## src/rtl/common_pkg.sv

```systemverilog
// rtl/common_pkg.sv - shared types, constants and helpers for the instruction realigner
package common_pkg;

    localparam int HALF_W = 16;

    typedef enum logic [1:0] {
        ALIGNED = 2'd0,
        HALF    = 2'd1,
        SKIP_LO = 2'd2
    } realign_state_t;

    // RV32C: any halfword whose two low bits are not 2'b11 is a 16-bit instruction
    function automatic logic is_compressed(input logic [HALF_W-1:0] h);
        return h[1:0] != 2'b11;
    endfunction

endpackage

```

## src/rtl/instr_realigner.sv

```systemverilog
// rtl/instr_realigner.sv - splits/reassembles fetch words into RV32C instructions; optional REALIGNER_PERF_EN counters
module instr_realigner
    import common_pkg::*;
#(
    parameter logic [31:0] RESET_PC = 32'h0000_0000
) (
    input  logic        clk,
    input  logic        rst,
    input  logic        fetch_valid,
    output logic        fetch_ready,
    input  logic [31:0] fetch_data,
    input  logic [31:0] fetch_pc,
    input  logic        flush,
    input  logic [31:0] flush_pc,
    output logic        out_valid,
    input  logic        out_ready,
    output logic [31:0] out_instr,
    output logic [31:0] out_pc,
`ifdef REALIGNER_PERF_EN
    output logic [31:0] perf_c_cnt,
    output logic [31:0] perf_i_cnt,
`endif
    output logic        out_is_c
);

    localparam realign_state_t RESET_STATE = RESET_PC[1] ? SKIP_LO : ALIGNED;

    realign_state_t    state_q, state_d;
    logic [HALF_W-1:0] hold_q, hold_d;
    logic [31:0]       hold_pc_q, hold_pc_d;
    logic              out_valid_q, out_valid_d;
    logic [31:0]       out_instr_q, out_instr_d;
    logic [31:0]       out_pc_q, out_pc_d;
    logic              out_is_c_q, out_is_c_d;
    logic              fetch_ready_c;
    logic              adv;
    logic [31:0]       word_pc;
    logic              unused_addr_lsbs;

    // Low address bits carry no information: fetch words are word aligned, targets halfword aligned
    assign unused_addr_lsbs = ^{fetch_pc[1:0], flush_pc[0]};

    assign adv     = !out_valid_q || out_ready;
    assign word_pc = {fetch_pc[31:2], 2'b00};

    // Next-state, hold register and output-stage load decisions
    always_comb begin
        state_d       = state_q;
        hold_d        = hold_q;
        hold_pc_d     = hold_pc_q;
        out_valid_d   = out_valid_q;
        out_instr_d   = out_instr_q;
        out_pc_d      = out_pc_q;
        out_is_c_d    = out_is_c_q;
        fetch_ready_c = 1'b0;

        if (flush) begin
            out_valid_d = 1'b0;
            hold_d      = '0;
            hold_pc_d   = {flush_pc[31:1], 1'b0};
            state_d     = flush_pc[1] ? SKIP_LO : ALIGNED;
        end else begin
            // An accepted or empty output slot is vacated unless refilled below
            if (adv) begin
                out_valid_d = 1'b0;
            end
            case (state_q)
                ALIGNED: begin
                    fetch_ready_c = adv;
                    if (fetch_valid && adv) begin
                        out_valid_d = 1'b1;
                        out_pc_d    = word_pc;
                        if (is_compressed(fetch_data[15:0])) begin
                            out_instr_d = {16'h0, fetch_data[15:0]};
                            out_is_c_d  = 1'b1;
                            hold_d      = fetch_data[31:16];
                            hold_pc_d   = word_pc + 32'd2;
                            state_d     = HALF;
                        end else begin
                            out_instr_d = fetch_data;
                            out_is_c_d  = 1'b0;
                        end
                    end
                end
                HALF: begin
                    if (is_compressed(hold_q)) begin
                        // Upper halfword is a complete instruction; no new word needed yet
                        if (adv) begin
                            out_valid_d = 1'b1;
                            out_instr_d = {16'h0, hold_q};
                            out_pc_d    = hold_pc_q;
                            out_is_c_d  = 1'b1;
                            state_d     = ALIGNED;
                        end
                    end else begin
                        // Straddling instruction: low half of the next word completes it
                        fetch_ready_c = adv;
                        if (fetch_valid && adv) begin
                            out_valid_d = 1'b1;
                            out_instr_d = {fetch_data[15:0], hold_q};
                            out_pc_d    = hold_pc_q;
                            out_is_c_d  = 1'b0;
                            hold_d      = fetch_data[31:16];
                            hold_pc_d   = word_pc + 32'd2;
                        end
                    end
                end
                SKIP_LO: begin
                    fetch_ready_c = adv;
                    if (fetch_valid && adv) begin
                        hold_d    = fetch_data[31:16];
                        hold_pc_d = word_pc + 32'd2;
                        state_d   = HALF;
                    end
                end
                default: begin
                    state_d = ALIGNED;
                end
            endcase
        end
    end

    // State, hold and output-stage registers
    always_ff @(posedge clk) begin
        if (rst) begin
            state_q     <= RESET_STATE;
            hold_q      <= '0;
            hold_pc_q   <= RESET_PC;
            out_valid_q <= 1'b0;
            out_instr_q <= '0;
            out_pc_q    <= RESET_PC;
            out_is_c_q  <= 1'b0;
        end else begin
            state_q     <= state_d;
            hold_q      <= hold_d;
            hold_pc_q   <= hold_pc_d;
            out_valid_q <= out_valid_d;
            out_instr_q <= out_instr_d;
            out_pc_q    <= out_pc_d;
            out_is_c_q  <= out_is_c_d;
        end
    end

    assign fetch_ready = fetch_ready_c;
    assign out_valid   = out_valid_q;
    assign out_instr   = out_instr_q;
    assign out_pc      = out_pc_q;
    assign out_is_c    = out_is_c_q;

`ifdef REALIGNER_PERF_EN
    logic [31:0] perf_c_cnt_q, perf_c_cnt_d;
    logic [31:0] perf_i_cnt_q, perf_i_cnt_d;
    logic        accept;

    // A flush drops the pending instruction, so it is not counted as accepted
    assign accept = out_valid_q && out_ready && !flush;

    // Count accepted instructions by width; counters wrap naturally
    always_comb begin
        perf_c_cnt_d = perf_c_cnt_q;
        perf_i_cnt_d = perf_i_cnt_q;
        if (accept) begin
            if (out_is_c_q) begin
                perf_c_cnt_d = perf_c_cnt_q + 32'd1;
            end else begin
                perf_i_cnt_d = perf_i_cnt_q + 32'd1;
            end
        end
    end

    // Counter registers, cleared only by reset
    always_ff @(posedge clk) begin
        if (rst) begin
            perf_c_cnt_q <= '0;
            perf_i_cnt_q <= '0;
        end else begin
            perf_c_cnt_q <= perf_c_cnt_d;
            perf_i_cnt_q <= perf_i_cnt_d;
        end
    end

    assign perf_c_cnt = perf_c_cnt_q;
    assign perf_i_cnt = perf_i_cnt_q;
`endif

endmodule

```

## config.mk

```make
export PLATFORM = sky130hd
export DESIGN_NAME = instr_realigner
export DESIGN_NICKNAME = d
export VERILOG_FILES = /design/src/rtl/common_pkg.sv /design/src/rtl/instr_realigner.sv
export SDC_FILE = /design/constraint.sdc
export NUM_CORES = 1
export LEC_CHECK = 0
export ABC_AREA = 1
export BUFFER_PORTS_ARGS = -buffer_cell sky130_fd_sc_hd__buf_2
export CAP_MARGIN = 15
export CORE_AREA = 8 8 118 120
export CTS_CLUSTER_DIAMETER = 30
export DETAILED_ROUTE_END_ITERATION = 8
export DIE_AREA = 0 0 126 128
export PLACE_DENSITY = 0.81
export REMOVE_ABC_BUFFERS = 1
export SKIP_CTS_REPAIR_TIMING = 1
export SYNTH_ARGS = -nofsm -noshare
export SYNTH_HDL_FRONTEND = slang
export SYNTH_SLANG_ARGS = --single-unit
```

## constraint.sdc

```tcl
create_clock -name clk -period 4.9 [get_ports clk]
set_input_delay 1.47 -clock clk [delete_from_list [all_inputs] [get_ports clk]]
set_output_delay 1.47 -clock clk [all_outputs]
set_load 0.05 [all_outputs]
```

==> summary.md <==
| Metric | Value |
|---|---|
| Initial Utilization | 0.480 |
| Worst Setup End Kind | output pin |
| Mean number of vias per cell | 4.88 |
| Die H | 128 um |
| Outcome | complete, no violations |
| Wire per inst | 12.6 um |
| Clk slew on worst S/H paths | 0.05 ns |
| CTS Buf Count | 17 |
| Sw Pwr | 0.000935 W |
| Vias in the first global route | 5375 |
| FF+latch count, synth | 116 |
| Max-cap violations | 0 |
| Top-level port count | 168 |
| Final worst slack | 1.04 ns |
| Via count | 5892 |
| PD cells | 407 nW/um^2 |
| Area fraction in compound gates after synthesis | 0.0751 |
| Tot Pwr | 0.00294 W |
| DRC viols | 0 |
| Routability congestion estimate | 0.811 |
| Post-synthesis sequential area ratio | 0.396 |
| F_max | 259 MHz |
| Total Die Area | 16100 sq um |
| GRT Total Usage | 0.189 |
| FILL cells | 1181 |
| Clk_lat worst skew | 0.41 ns |
| Final #Nets | 1153 |
| Worst slew pin tran | 1.02 ns |
| Most common cell after layout, fill and taps aside | nand2_1 |
| Combinational power share | 0.236 |
| HPWL after DPL | 10.0 mm |
| Normalized max-slew margin | 0.321 |
| Hold WC Path Type | flip-flop to flip-flop |
| Final WL | 15.2 mm |
| Total number of H-tree levels | 4 |
| Sw frac | 0.318 |
| Most frequent cells in the layout | 246 x nand2_1, 237 x nor2_1, 164 x buf_2 |
| Largest net degree at the start of global routing | 131 |
| Tcrit/Tclk final | 0.788 |
| Layout cells sized above 1 | 0.199 |
| Largest family of logic cells by synthesized area | simple AND/OR/NAND/NOR gates |
| Max incr delay on CP | 0.32 ns |
| Worst path required time | 3.43 ns |
| Final antenna-violating net count | 0 |
| Fin Hold WS | 0.448 ns |
| Post-Synth Simple-Gate Area | 0.370 |
| Mapped cell area | 5860 sq um |
| Metal-1 WL | 6.72 mm |
| Top layer in use | met5 |
| Worst vdd ir | 177 uV |
| Grt ovf | 0 |
| First-pass GRT wire length | 25.0 mm |
| Internal power | 0.00200 W |
| Worst Skew | 0.00795 ns |
| Worst reg2reg path depth | 11 |
| Post-layout min period | 3.86 ns |
| Critical path fanouts, max | 6 |
| Multiplexer share of the synthesized area | 0.0512 |
| Syn_area_per_cell | 6.41 sq um |
| Crit path cell chain | buf_2 > inv_1 > nand2_1 > nand2_1 > a211oi_1 > buf_2 |
| CTS tree | built |
| Met2 WL post-DR | 6.74 mm |
| Root Driver | clkbuf_16 |
| Final hold viol count | 0 |
| Maximum clock insertion buffer count | 2 |
| Critical path data arrival time | 2.39 ns |
| Setup violators final | 0 |
| Met3 routed WL | 1.45 mm |
| CTS sink cnt | 116 |
| RSZ-0062 raised after global routing | false |
| Worst hold path cell count | 2 |
| Adder-Cell Fraction of Synth Area | 0.0128 |
| Port Buffer Count | 164 |
| Die width | 126 um |
| LEAKAGE | 3.71 nW |
| CP Launch Type | primary input |
| Initial antenna violation count | 1 |
| Dpl ws | 1.05 ns |
| Core Area | 12200 sq um |
| WS Path Type | primary input to output pin |
| Post-synthesis cell type count | 23 |
| DR pass1 iterations | 5 |
| YS warnings | 0 |
| N_diodes | 0 |
| Cells after Synth | 914 |
| Slew Limit Fails | 0 |
| Row count | 41 |
| Initial DRC Count | 349 |
| Xor/xnor cell area share of the yosys netlist | 0 |
| Crit-path slowest cell | buf_2 |
| Synth-to-layout area growth | 23.1% |
| Sequential share of power | 0.369 |
| Clock network power share | 0.396 |
-- per-layer routing --
layer,up-vias,GRT usage
li1,3098,-
met2,180,0.294
met3,25,0.0815
met1,2587,0.219
met4,2,0.0906
met5,-,0
-- kinds of logic after synthesis --
kind of cell,after synthesis
compound gates,86
fa+ha+maj,6
buf+inv,125
flops,116
mux,30
simple gates,551
-- state kept, by name (all words and copies together) (netlist names) --
register	cells
out_valid	1
out_is_c	1
state_q	2
hold_q	16
hold_pc_q	32
out_instr	32
out_pc	32
-- area by class of cell --
class	instances	area [sq um]	share of cell area
Clock inverter	4	45.0	0.00624
Multi-Input combinational cell	673	3000	0.415
Sequential cell	116	2320	0.322
Inverter	63	236	0.0328
Timing Repair Buffer	175	916	0.127
Tap cell	150	188	0.0260
Clock buffer	27	513	0.0711
-- through the flow --
| step | utilization | area, sq um | TNS (ns) | cells |
|---|---|---|---|---|
| floorplan | - | 5540 | -0.666 | 852 |
| global placement | 0.545 | 6650 | 0 | 1176 |
| detailed placement | 0.545 | 6650 | 0 | 1176 |
| CTS | 0.590 | 7210 | 0 | 1207 |
| global route | 0.591 | 7220 | 0 | 1208 |
| finish | 0.591 | 7220 | 0 | 1208 |
-- power by group through the flow --
stage                     Clock (W)  Combinational [W]  Sequential, W
after global placement            0           0.000685        0.00110
after global routing        0.00122           0.000770        0.00109
after CTS                   0.00119           0.000695        0.00108
final                       0.00116           0.000692        0.00108
after detailed placement          0           0.000693        0.00110
after floorplan                   0           0.000336        0.00128
-- critical path, delay by kind of cell --
kind / cells / cell delay (ns)
buffers and inverters: 3 / 0.45
AOI/OAI and AO/OA: 1 / 0.23
and+or+nand+nor: 2 / 0.24
-- cell usage after synthesis (all sizes together) --
cell type  instances  share of area
a211oi             1         0.0013
a21oi             67          0.058
buf               41          0.041
clkbuf            21          0.013
clkinv             1        0.00064
dfxtp            116           0.40
ha                 6          0.013
inv               62          0.040
mux2i             30          0.051
nand2            247           0.16
nand3             64          0.057
nand3b             1         0.0013
nor2             239           0.15
o211ai             1         0.0013
o21ai             16          0.014
o22ai              1         0.0011
-- final timing paths --
kind                         to  slack, ns         start
setup / recovery    fetch_ready       1.04     out_ready
hold / removal     hold_pc_q[0]       0.45  hold_pc_q[0]
hold reg to reg    hold_pc_q[0]       0.45  hold_pc_q[0]
setup reg to reg  hold_pc_q[15]       2.21    state_q[1]
No activity file was read; power rests on OpenSTA's default activity.
